$ cat config.mk
export PLATFORM = sky130hd
export DESIGN_NAME = sync_debounce_edge
export DESIGN_NICKNAME = d
export VERILOG_FILES = /design/src/rtl/sync_pkg.sv /design/src/rtl/sync_debounce_ch.sv /design/src/rtl/sync_debounce_edge.sv
export SDC_FILE = /design/constraint.sdc
export NUM_CORES = 1
export LEC_CHECK = 0
export ABC_AREA = 1
export CAP_MARGIN = 15
export CORE_AREA = 2 2 39 41
export DETAILED_ROUTE_END_ITERATION = 10
export DIE_AREA = 0 0 41 43
export GPL_ROUTABILITY_DRIVEN = 0
export PLACE_DENSITY = 0.58
export SKIP_CTS_REPAIR_TIMING = 1
export SYNTH_ARGS = -nofsm -noshare
export SYNTH_HDL_FRONTEND = slang
export SYNTH_SLANG_ARGS = --single-unit
$ cat constraint.sdc
create_clock -name clk -period 1.3 [get_ports clk]
set_input_delay 0.26 -clock clk [delete_from_list [all_inputs] [get_ports clk]]
set_output_delay 0.26 -clock clk [all_outputs]
set_load 0.1 [all_outputs]
$ cat src/rtl/sync_pkg.sv
// sync_pkg: shared types and helpers for sync_debounce_edge
package sync_pkg;
  typedef struct packed {
    logic rise;
    logic fall;
  } edge_t;
  function automatic int filt_cnt_w(int n);
    return (n < 1) ? 1 : $clog2(n + 1);
  endfunction
endpackage

$ cat src/rtl/sync_debounce_ch.sv
// sync_debounce_ch: one channel of synchroniser, stability filter, edge pulses and sticky flag
//   clk, rst_n         clock, async active-low reset
//   din                asynchronous level input
//   clr                synchronous clear of event_sticky
//   dout               synchronised, filtered level
//   rise, fall         one-cycle pulses in the first cycle dout shows a new value
//   event_sticky       set by rise/fall, held until clr
module sync_debounce_ch
  import sync_pkg::*;
#(
  parameter int   N_STAGE       = 2,
  parameter int   FILTER_CYCLES = 4,
  parameter logic RST_BIT       = 1'b0
) (
  input  logic clk,
  input  logic rst_n,
  input  logic din,
  input  logic clr,
  output logic dout,
  output logic rise,
  output logic fall,
  output logic event_sticky
);
  localparam int CW = filt_cnt_w(FILTER_CYCLES);
  localparam logic [CW-1:0] TC = CW'(FILTER_CYCLES - 1);
  if (N_STAGE < 2) begin : g_bad_n_stage
    $error("sync_debounce_ch: N_STAGE must be >= 2");
  end
  if (FILTER_CYCLES < 1) begin : g_bad_filter
    $error("sync_debounce_ch: FILTER_CYCLES must be >= 1");
  end
  (* ASYNC_REG = "TRUE" *) logic [N_STAGE-1:0] sr;
  logic [CW-1:0] cnt;
  edge_t ed;
  logic s, upd;
  assign s    = sr[N_STAGE-1];
  // any cycle with s == dout clears cnt, so reaching TC means FILTER_CYCLES consecutive differing cycles
  assign upd  = (s != dout) && (cnt == TC);
  assign rise = ed.rise;
  assign fall = ed.fall;
  always_ff @(posedge clk or negedge rst_n)
    if (!rst_n) begin
      sr           <= {N_STAGE{RST_BIT}};
      dout         <= RST_BIT;
      cnt          <= '0;
      ed           <= '0;
      event_sticky <= 1'b0;
    end else begin
      sr           <= {sr[N_STAGE-2:0], din};
      dout         <= upd ? s : dout;
      cnt          <= (s == dout || upd) ? '0 : cnt + 1'b1;
      ed           <= '{rise: upd & s, fall: upd & ~s};
      // set term is the registered pulse, so a coincident clr loses
      event_sticky <= (event_sticky & ~clr) | ed.rise | ed.fall;
    end
endmodule

$ cat src/rtl/sync_debounce_edge.sv
// sync_debounce_edge: multi-channel synchroniser + debounce filter with edge pulses and sticky flags
//   clk, rst_n         clock, async active-low reset
//   din[SIZE]          asynchronous level inputs
//   clr[SIZE]          per-channel synchronous clear of event_sticky
//   dout[SIZE]         synchronised, filtered levels
//   rise/fall[SIZE]    one-cycle filtered edge pulses
//   event_sticky[SIZE] per-channel sticky edge flag
module sync_debounce_edge
  import sync_pkg::*;
#(
  parameter int              SIZE          = 1,
  parameter int              N_STAGE       = 2,
  parameter int              FILTER_CYCLES = 4,
  parameter logic [SIZE-1:0] RST_VAL       = '0
) (
  input  logic            clk,
  input  logic            rst_n,
  input  logic [SIZE-1:0] din,
  input  logic [SIZE-1:0] clr,
  output logic [SIZE-1:0] dout,
  output logic [SIZE-1:0] rise,
  output logic [SIZE-1:0] fall,
  output logic [SIZE-1:0] event_sticky
);
  for (genvar i = 0; i < SIZE; i++) begin : g_ch
    sync_debounce_ch #(
      .N_STAGE      (N_STAGE),
      .FILTER_CYCLES(FILTER_CYCLES),
      .RST_BIT      (RST_VAL[i])
    ) u_ch (
      .clk         (clk),
      .rst_n       (rst_n),
      .din         (din[i]),
      .clr         (clr[i]),
      .dout        (dout[i]),
      .rise        (rise[i]),
      .fall        (fall[i]),
      .event_sticky(event_sticky[i])
    );
  end
endmodule

* Word level (Yosys, flattened, before mapping)
Index checks and enable logic that the tools add are counted.
Word-level totals: register bits 9, input port bits 4, output and inout port bits 4, word-level logic and storage cells 20
Operators by class: $add $sub $neg 1, eq/ne operators 3, mux-type cells 1, bitwise gates (word level) 7, reductions and logical operators 2
Operator list (number):
- adder 3 x 1 -> 3 bit, second input constant | 1
- bitwise AND 1 bit | 3
- equality test 3 x 2 -> 1 bit, second input constant | 1
- two-way mux 3 bit | 1
- inverter 1 bit | 2
- OR 1 bit | 2
- equality test 1 bit | 1
- logical AND 1 bit | 1
- logical OR 1 bit | 1
- inequality test 1 bit | 1

* Depth between registers and ports, before layout
word-level depth 4, mapped depth 5, gate-level depth less buffers 5

* Least setup slack after synthesis
No wires, ideal clock.
path kind flip-flop to flip-flop, start reg g_ch[0].u_ch.dout, end reg g_ch[0].u_ch.cnt[0], data arrival time 1.293 ns, data required time 1.184 ns, path slack -0.109 ns, cell stages (with the launch flop) 6, path buffers 0, period minus slack after synthesis 1.409 ns, cells stage by stage dfrtp_1 > inv_1 > nand2_1 > nand2_1 > nand2_2 > nor2_1
Between the ends: word-level cells in the longest chain between the ends 4
Ends and longest elaborated chain:
- from (decl) | RTL line sync_debounce_ch.sv:19 | output logic dout,
- from (signal assigned) | RTL line sync_debounce_ch.sv:50 | dout <= upd ? s : dout;
- inequality test 1 bit | RTL line sync_debounce_ch.sv:38 | assign upd = (s != dout) && (cnt == TC);
- logical AND 1 bit | RTL line sync_debounce_ch.sv:38
- logical OR 1 bit * | RTL line sync_debounce_ch.sv:51 | cnt <= (s == dout || upd) ? '0 : cnt + 1'b1;
- two-way mux 3 bit * | RTL line sync_debounce_ch.sv:51
- to (signal assigned) | RTL line sync_debounce_ch.sv:51
- to (decl) | RTL line sync_debounce_ch.sv:33 | logic [CW-1:0] cnt;
Every way passes the cells marked *; elsewhere a longest branch is shown, timed or not. A chain may end at the register's enable or synchronous reset.

* Worst setup path after layout
start reg g_ch[0].u_ch.dout, end out dout
RTL lines:
- to (decl) | RTL line sync_debounce_edge.sv:20 | output logic [SIZE-1:0] dout,
No word-level cell between the ends.

==> out/qor.csv <==
metric,value,unit
status,finished clean,
worst path required time,1.04,ns
RR Endpoint,g_ch[0].u_ch.cnt[0]$_DFF_PN0_,
first-pass GRT wire length,828,um
area of the mapped netlist,343,um2
Worst EP arrival,0.86,ns
Slew @ Worst Pin,0.391,ns
Setup-failing EPs final,0,
FF-to-FF path depth,5,
RSZ-0062 raised after global routing,no,
core area,1380,um2
Worst Path Buf+Inv,1,
Yosys cell types,7,
Synth warnings,0,
Startpoint Class,flip-flop,
initial antenna violation count,0,
placed cell count,55,
Final HPWL DP,329,um
critical path cell sequence,buf_12,
CTS sink count,9,
Vias,235,
DRT Pass-1 Iters,4,
DRT iter0 DRCs,4,
Area Growth Syn to Fin,46.0,%
Util after Layout,0.362,
hold crit path type,in2async,
die width,41,um
DR DRC count,0,
worst ir drop on vdd,0.734,mV
share of the yosys chip area belonging to registers,0.657,
placed cell area,474,um2
layout cells sized above 1,0.209,
I/O pin cnt,8,
worst r2r src,g_ch[0].u_ch.cnt[0]$_DFF_PN0_,
n_diodes,0,
Synth Instances,32,
post-route design area,500,um2
fin crit period,1.12,ns
Starting Density,0.248,
DR top layer,met4,
Max Fclk,889,MHz
M1 WL,179,um
Slew Limit Fails,0,
Avg WL per Cell,7.61,um
antenna-violating nets left,0,
final worst slack,0.175,ns
largest net degree at the start of global routing,10,
"CP delay by family, top",flip-flops,
metal2 WL,188,um
synthesized area per cell,10.7,um2
"setup slack, reg-to-reg",0.26,ns
Pwr per Cell Area,2000,nW/um2
maxcap violations,0,
routed vias/inst,3.98,
port bufs,7,
Tot Pwr,1.00,mW
Relative slew margins,0.739,
grt ovf,0,
"CTS clk-pin slew, worst paths",0.06,ns
"Clk Latency, worst-skew pair",0.26,ns
cell at the slowest stage of the critical path,dfrtp_2,
Nets,51,
crit end category,output port,
Post-Layout Cell Count,59,
H-Tree Depth,1,
clk root buf,clkbuf_4,
FP Rows,14,
final hold viol count,0,
Tcrit/Tclk final,0.865,
Clock Path Buffers,2,
Hold Slack,0.284,ns
metal3 WL,52,um
number of global-route vias before repair,216,
Tot GR Track Use,0.0803,
Setup TNS Final,0,ns
"Max FO, Critical Path",3,
Lkg Pwr,0.239,nW
routed wire length,449,um
Worst Skew,0.00386,ns
WS Path Type,reg2out,
Num CTS Buffers,3,
Post-Syn Nets,39,
Die ar.,1760,um2
biggest cell delay along the critical path,0.43,ns
pre-CTS setup slack,0.259,ns
TritonCTS clock tree,done,
Synth Register Bits,9,
Die H,43,um
==> cells in the mapped netlist, drive strengths merged <==
library cell / count / area (um2)
dfrtp: 9 / 225
ha: 3 / 37.5
inv: 7 / 26.3
nand2: 5 / 21.3
nor2: 6 / 22.5
o21ai: 2 / 10.0
==> per-layer routing <==
layer  vias to the layer above  global-route usage
li1                        116                   -
met1                       104              0.0870
met2                        10              0.0906
met3                         5              0.0471
met4                         0               0.100
met5                         -                   0
==> cell usage in the layout, fill, tap and decap left out, types with 2 or more instances in the layout <==
cell type | netlist | final
dfrtp_1 | 9 | 8
inv_1 | 7 | 7
nor2_1 | 6 | 6
nand2_1 | 4 | 4
buf_12 | 0 | 4
ha_1 | 3 | 3
clkbuf_4 | 0 | 3
clkdlybuf4s50_1 | 0 | 3
o21ai_0 | 2 | 2
==> kinds of logic (layout without fill, tap and decap cells) <==
kind of cell               Yosys count  in the layout  synth area share
adders and majority gates            3              3             0.110
buffers and inverters                7             18            0.0767
DFF                                  9              9             0.657
and+or+nand+nor                     11             11             0.128
AOI/OAI and AO/OA                    2              2            0.0292
==> worst register-to-register path, stage by stage (launching register included) <==
cell and delay (ns):
dfrtp_1 0.37, ha_1 0.22, ha_1 0.18, inv_1 0.06, nand2_2 0.06, nor2_1 0.09
==> how the worst max path moves through the flow <==
| stage | from | end | cells past startpoint |
|---|---|---|---|
| finish | g_ch[0].u_ch.dout$_DFFE_PN0P_ | dout | 1 |
| global route | g_ch[0].u_ch.cnt[0]$_DFF_PN0_ | g_ch[0].u_ch.cnt[2]$_DFF_PN0_ | 5 |
| CTS | g_ch[0].u_ch.dout$_DFFE_PN0P_ | dout | 1 |
| detailed placement | g_ch[0].u_ch.cnt[0]$_DFF_PN0_ | g_ch[0].u_ch.cnt[0]$_DFF_PN0_ | 5 |
| global placement | g_ch[0].u_ch.cnt[0]$_DFF_PN0_ | g_ch[0].u_ch.dout$_DFFE_PN0P_ | 4 |
| floorplan | g_ch[0].u_ch.event_sticky$_DFF_PN0_ | g_ch[0].u_ch.event_sticky$_DFF_PN0_ | 2 |
==> final cells by class <==
type                            instances  area, um2
Fill cell                             146        883
Sequential cell                         9        226
Timing Repair Buffer                    7        110
Multi-Input combinational cell         16       91.3
Clock buffer                            4       26.3
Inverter                                7       26.3
Tap cell                               16       20.0
==> flip-flops by register name, summed over array words and instances, names as in the netlist <==
name	flops
g_ch.u_ch.cnt	3
g_ch.u_ch.sr	2
g_ch.u_ch.dout	1
g_ch.u_ch.event_sticky	1
g_ch.u_ch.fall	1
g_ch.u_ch.rise	1
==> report_power, final <==
part	internal (mW)	switching, mW
sequential	0.339	0.0397
clock	0.118	0.0964
combinational	0.145	0.264
total	0.602	0.401
(Power assumes the default switching activity.)
